## config.mk

```make
export PLATFORM = sky130hd
export DESIGN_NAME = hdmi_pattern_gen
export DESIGN_NICKNAME = d
export VERILOG_FILES = /design/src/rtl/hdmi_pattern_gen.sv
export SDC_FILE = /design/constraint.sdc
export NUM_CORES = 1
export LEC_CHECK = 0
export ABC_AREA = 1
export CAP_MARGIN = 15
export CORE_MARGIN = 4
export CORE_UTILIZATION = 40
export DETAILED_ROUTE_END_ITERATION = 6
export MAX_ROUTING_LAYER = met4
export PLACE_DENSITY_LB_ADDON = 0.12
export SLEW_MARGIN = 20
export SYNTH_ARGS = -nofsm -noshare
export SYNTH_HDL_FRONTEND = slang
export SYNTH_SLANG_ARGS = --single-unit
```

## constraint.sdc

```tcl
create_clock -name clk_pixel -period 7.2 [get_ports clk_pixel]
set_input_delay 0.72 -clock clk_pixel [delete_from_list [all_inputs] [get_ports clk_pixel]]
set_output_delay 0.72 -clock clk_pixel [all_outputs]
set_load 0.005 [all_outputs]
```

## src/rtl/hdmi_pattern_gen.sv

```systemverilog
// hdmi_pattern_gen: pixel-domain test-pattern source for the hdmi core.
// Draws one of four animated patterns from the cx/cy raster position. The
// frame counter and mode only change at the start of vertical blanking, so
// a frame never shows two different pattern states.
module hdmi_pattern_gen #(
    parameter int BIT_WIDTH       = 10,
    parameter int BIT_HEIGHT      = 10,
    parameter int SCREEN_WIDTH    = 720,
    parameter int SCREEN_HEIGHT   = 480,
    parameter int FRAMES_PER_MODE = 120,
    parameter int CHECK_LOG2      = 5
) (
    input  logic                  clk_pixel,
    input  logic                  RST,
    input  logic [BIT_WIDTH-1:0]  cx,
    input  logic [BIT_HEIGHT-1:0] cy,
    input  logic [1:0]            mode_sel,
    input  logic                  auto_cycle,
    output logic [23:0]           rgb,
    output logic [1:0]            mode_active,
    output logic                  frame_tick
);

    typedef enum logic [1:0] {
        MODE_GRADIENT = 2'd0,
        MODE_BARS     = 2'd1,
        MODE_CHECKER  = 2'd2,
        MODE_SOLID    = 2'd3
    } mode_e;

    // A dwell of one frame still needs a one-bit counter.
    localparam int DWELL_W = (FRAMES_PER_MODE > 1) ? $clog2(FRAMES_PER_MODE) : 1;
    localparam logic [DWELL_W-1:0] DWELL_LAST = DWELL_W'(FRAMES_PER_MODE - 1);

    // Standard 8-bar palette, shared by the bars and solid patterns.
    function automatic logic [23:0] bar_color(input logic [2:0] idx);
        logic [23:0] col;
        case (idx)
            3'd0:    col = 24'hFFFFFF;
            3'd1:    col = 24'hFFFF00;
            3'd2:    col = 24'h00FFFF;
            3'd3:    col = 24'h00FF00;
            3'd4:    col = 24'hFF00FF;
            3'd5:    col = 24'hFF0000;
            3'd6:    col = 24'h0000FF;
            default: col = 24'h000000;
        endcase
        return col;
    endfunction

    logic                  fu_q, fu_d;
    logic [1:0]            sel_q, sel_d;
    logic                  auto_q, auto_d;
    logic [7:0]            frame_count_q, frame_count_d;
    mode_e                 mode_q, mode_d;
    logic [DWELL_W-1:0]    dwell_q, dwell_d;
    logic                  tick_q, tick_d;
    logic [23:0]           rgb_q, rgb_d;

    logic                  fu_now;
    logic                  active;
    logic [2:0]            bar_idx;
    logic [BIT_WIDTH:0]    check_sum;
    logic                  check_sel;

    assign fu_now = (cx == '0) && (cy == BIT_HEIGHT'(SCREEN_HEIGHT));
    assign active = (cx < BIT_WIDTH'(SCREEN_WIDTH)) && (cy < BIT_HEIGHT'(SCREEN_HEIGHT));

    // Frame-update pipeline: capture the request on the FU cycle, apply it one cycle later.
    always_comb begin
        fu_d          = fu_now;
        sel_d         = sel_q;
        auto_d        = auto_q;
        frame_count_d = frame_count_q;
        mode_d        = mode_q;
        dwell_d       = dwell_q;
        tick_d        = fu_q;
        if (fu_now) begin
            sel_d  = mode_sel;
            auto_d = auto_cycle;
        end
        if (fu_q) begin
            frame_count_d = frame_count_q + 8'd1;
            if (!auto_q) begin
                mode_d  = mode_e'(sel_q);
                dwell_d = '0;
            end else if (dwell_q == DWELL_LAST) begin
                mode_d  = mode_e'(mode_q + 2'd1);
                dwell_d = '0;
            end else begin
                dwell_d = dwell_q + DWELL_W'(1);
            end
        end
    end

    // Pixel colour for the coordinate presented this cycle, using pre-update pattern state.
    always_comb begin
        bar_idx = 3'd0;
        for (int k = 1; k < 8; k++) begin
            if (cx >= BIT_WIDTH'((k * SCREEN_WIDTH) / 8)) begin
                bar_idx = bar_idx + 3'd1;
            end
        end
        check_sum = (BIT_WIDTH+1)'(cx) + (BIT_WIDTH+1)'(frame_count_q);
        check_sel = check_sum[CHECK_LOG2] ^ cy[CHECK_LOG2];
        rgb_d     = 24'h000000;
        if (active) begin
            case (mode_q)
                MODE_GRADIENT: rgb_d = {cx[7:0] + frame_count_q,
                                        cy[7:0] + frame_count_q,
                                        cx[5:0], cx[5:4]};
                MODE_BARS:     rgb_d = bar_color(bar_idx);
                MODE_CHECKER:  rgb_d = check_sel ? 24'hFFFFFF : 24'h000000;
                default:       rgb_d = bar_color(frame_count_q[7:5]);
            endcase
        end
    end

    // State registers; reset wins over any frame update in the same cycle.
    always_ff @(posedge clk_pixel) begin
        if (!RST) begin
            fu_q          <= 1'b0;
            sel_q         <= 2'd0;
            auto_q        <= 1'b0;
            frame_count_q <= 8'd0;
            mode_q        <= MODE_GRADIENT;
            dwell_q       <= '0;
            tick_q        <= 1'b0;
            rgb_q         <= 24'h000000;
        end else begin
            fu_q          <= fu_d;
            sel_q         <= sel_d;
            auto_q        <= auto_d;
            frame_count_q <= frame_count_d;
            mode_q        <= mode_d;
            dwell_q       <= dwell_d;
            tick_q        <= tick_d;
            rgb_q         <= rgb_d;
        end
    end

    assign rgb         = rgb_q;
    assign mode_active = mode_q;
    assign frame_tick  = tick_q;

endmodule

```

==> results.tsv <==
metric	value	unit
status	finished, final reports clean	
synthesis.nets	513	
yosysTopAreaCell	dfxtp_1	
post-dp-hpwl	6091	um
antenna_found_initial	0	
yosysSeqAreaShare	28.19	%
cts_setup_buffers	0	
final_max_slew_viol_count	0	
cts_resized	0	
core_area	7408	um^2
crit_type	in2reg	
wl_per_cell	12.89	um
fin_crit_sh	70.69	%
num_vias	2988	
yosysWarningCount	0	
period_needed	5090	ps
grt_pass1_vias	2803	
ys_ff_latch	44	
power-per-cell-area	146.5	nW/um^2
synth_commonest_cells	96 x nand2_1, 58 x nand3_1, 54 x inv_1	
holdPathStages	2	
cts_made_buffers	5	
postRouteAntennaNets	0	
grt_max_degree	24	
io_pins	52	
skew	16.30	ps
die-area	9288	um^2
synth-edff-count	0	
drive_gt1_share	8.713	%
die_h	96.38	um
slew-limit-headroom	47.39	%
leakagePower	1.823	nW
synth_cell_types	38	
power_frac_comb	20.0	%
final_area	3799	um^2
dpl_worst_slack	1856	ps
rsz0062_at_grt	false	
postPlaceCellArea	3684	um^2
grt_pass1_wl	12970	um
intPower	403.2	uW
cts_hold_buf	0	
final-hold-violation-count	0	
avgSynthCellArea	6.792	um^2
viasPerCell	4.947	
final_util	51.28	%
area_growth_syn_to_layout	21.59	%
startpoint_type	input port	
routed_wl	7783	um
worstMarginPinSlew	789.1	ps
end_kind	register	
setup_violations	0	
synth_area_leaders	dfxtp_1 28%, nand2_1 12%, ha_1 10%	
postLayoutSetupSlackWorst	2110	ps
maxCapViolations	0	
path_clk_slew	100	ps
drc	0	
portBuffers	51	
vdd_ir_drop_max	94.94	uV
critPathRequiredTime	7420	ps
place.gp.congestion	0.8717	
path_max_fanout	8	
clockBufferDepth	2	
cts_tree	done	
grt_util_all_layers	18.14	%
yosysMostFrequentCell	nand2_1	
clockPowerShare	35.3	%
rr_worst_depth	13	
drt_iter0_markers	103	
async_flop_share	0	%
cts_max_level	2	
dr.pass1.iters	5	
die_w	96.38	um
synthCells	460	
initial_core_util	42.17	%
synth_top_area_share	28.19	%
cts_root_buf	clkbuf_8	
whs	470.9	ps
netlist_area	3124	um^2
fmax	0.1965	GHz
hold_path_class	reg2reg	
rows	31	
synthFlopType	dfxtp_1	
worstPathArrival	5310	ps
seqPwrFrac	44.7	%
p_sw_share	27.57	%
power.switching	153.5	uW
clock_latency	300	ps
grt_overflow	0	
n_antenna_cell	0	
cts_sinks	44	
fillers	758	
setup-tns-final	0	ps
nNetsFinal	557	
## path summary, 6_finish.rpt
kind / startpoint / endpoint / slack (ps)
max: cx[8] / rgb[18] / 2110
min: sel_q[1] / sel_q[1] / 470
max reg2reg: frame_count_q[1] / rgb[18] / 4610
min reg2reg: sel_q[1] / sel_q[1] / 470
## per-layer routing
metal | GRT usage, % | vias up | part of all wire, % | wire length [um]
met4 | 5.023 | 0 | 1.7 | 131
met3 | 2.943 | 8 | 5.0 | 393
met2 | 30.65 | 71 | 46 | 3577
li1 | - | 1593 | - | -
met5 | - | - | 0 | 0
met1 | 22.45 | 1316 | 47 | 3679
## cells in the final DEF, fill, tap and decap left out, types with 4 or more instances in the layout
master,synthesis,routed
clkdlybuf4s50_1,0,51
clkbuf_8,0,5
nand3_2,8,8
xor2_1,7,7
nand2_2,8,8
a31oi_1,5,5
nor2_1,36,36
dfxtp_1,44,44
or2_2,10,10
nand3_1,58,58
nor3_1,10,10
nand2_1,96,96
o21ai_0,15,14
nand4_1,4,4
nand3b_1,4,4
a21oi_1,35,35
ha_1,26,26
inv_1,54,54
## cells by family after synthesis
kind of cell             count (synthesis)  share of synthesized area [%]
XOR/XNOR                                 8                          2.243
flip-flops                              44                          28.19
AO/OA/AOI/OAI                           64                          11.21
adder cells (fa/ha/maj)                 28                          11.69
buffers and inverters                   73                          9.611
AND/OR/NAND/NOR                        243                          37.05
## stage by stage
stage          cells  total power [mW]
2_1_floorplan    460            0.3241
3_3_place_gp     596            0.3647
3_5_place_dp     596            0.3654
4_1_cts          604            0.5634
5_1_grt          604            0.5866
6_report         604            0.5566
## state kept, by name (all words and copies together) (netlist names)
register,count
frame_count_q,8
rgb,22
auto_q,1
sel_q,2
frame_tick,1
dwell_q,7
fu_q,1
mode_active,2
## worst max-delay path, cell delays in order
cell and delay [ps]:
clkdlybuf4s50_1 580, nor2_1 210, inv_1 80, nor2_1 120
o21ai_0 100, a31oi_1 230, ha_1 310, nand3_1 160
nand2_1 80, ha_1 270, or2_1 240, nand2_1 70
inv_1 40, ha_1 260, nand2_1 80, nand2_1 60
ha_1 260, or2_2 300, and2_1 160, ha_1 260
a21boi_0 210, nand2_2 170, nand3_1 100, nand2_1 60
a21oi_1 160
## cell type report
class	instances	area (um^2)	area share, %
tap	99	123.9	3.261
clock inverter	3	46.29	1.219
multi-input combinational	343	1943	51.15
timing repair buffer	52	518.0	13.64
inverter	58	217.7	5.731
clock buffer	5	68.82	1.812
sequential	44	880.8	23.19
## power groups by stage
stage,clock [mW],combinational [mW],sequential [mW]
after floorplan,0,0.0688,0.255
final,0.197,0.111,0.249
after detailed placement,0,0.111,0.255
after global placement,0,0.110,0.254
after global routing,0.211,0.126,0.249
after CTS,0.203,0.112,0.249
Power figures use the tool's default switching activity.
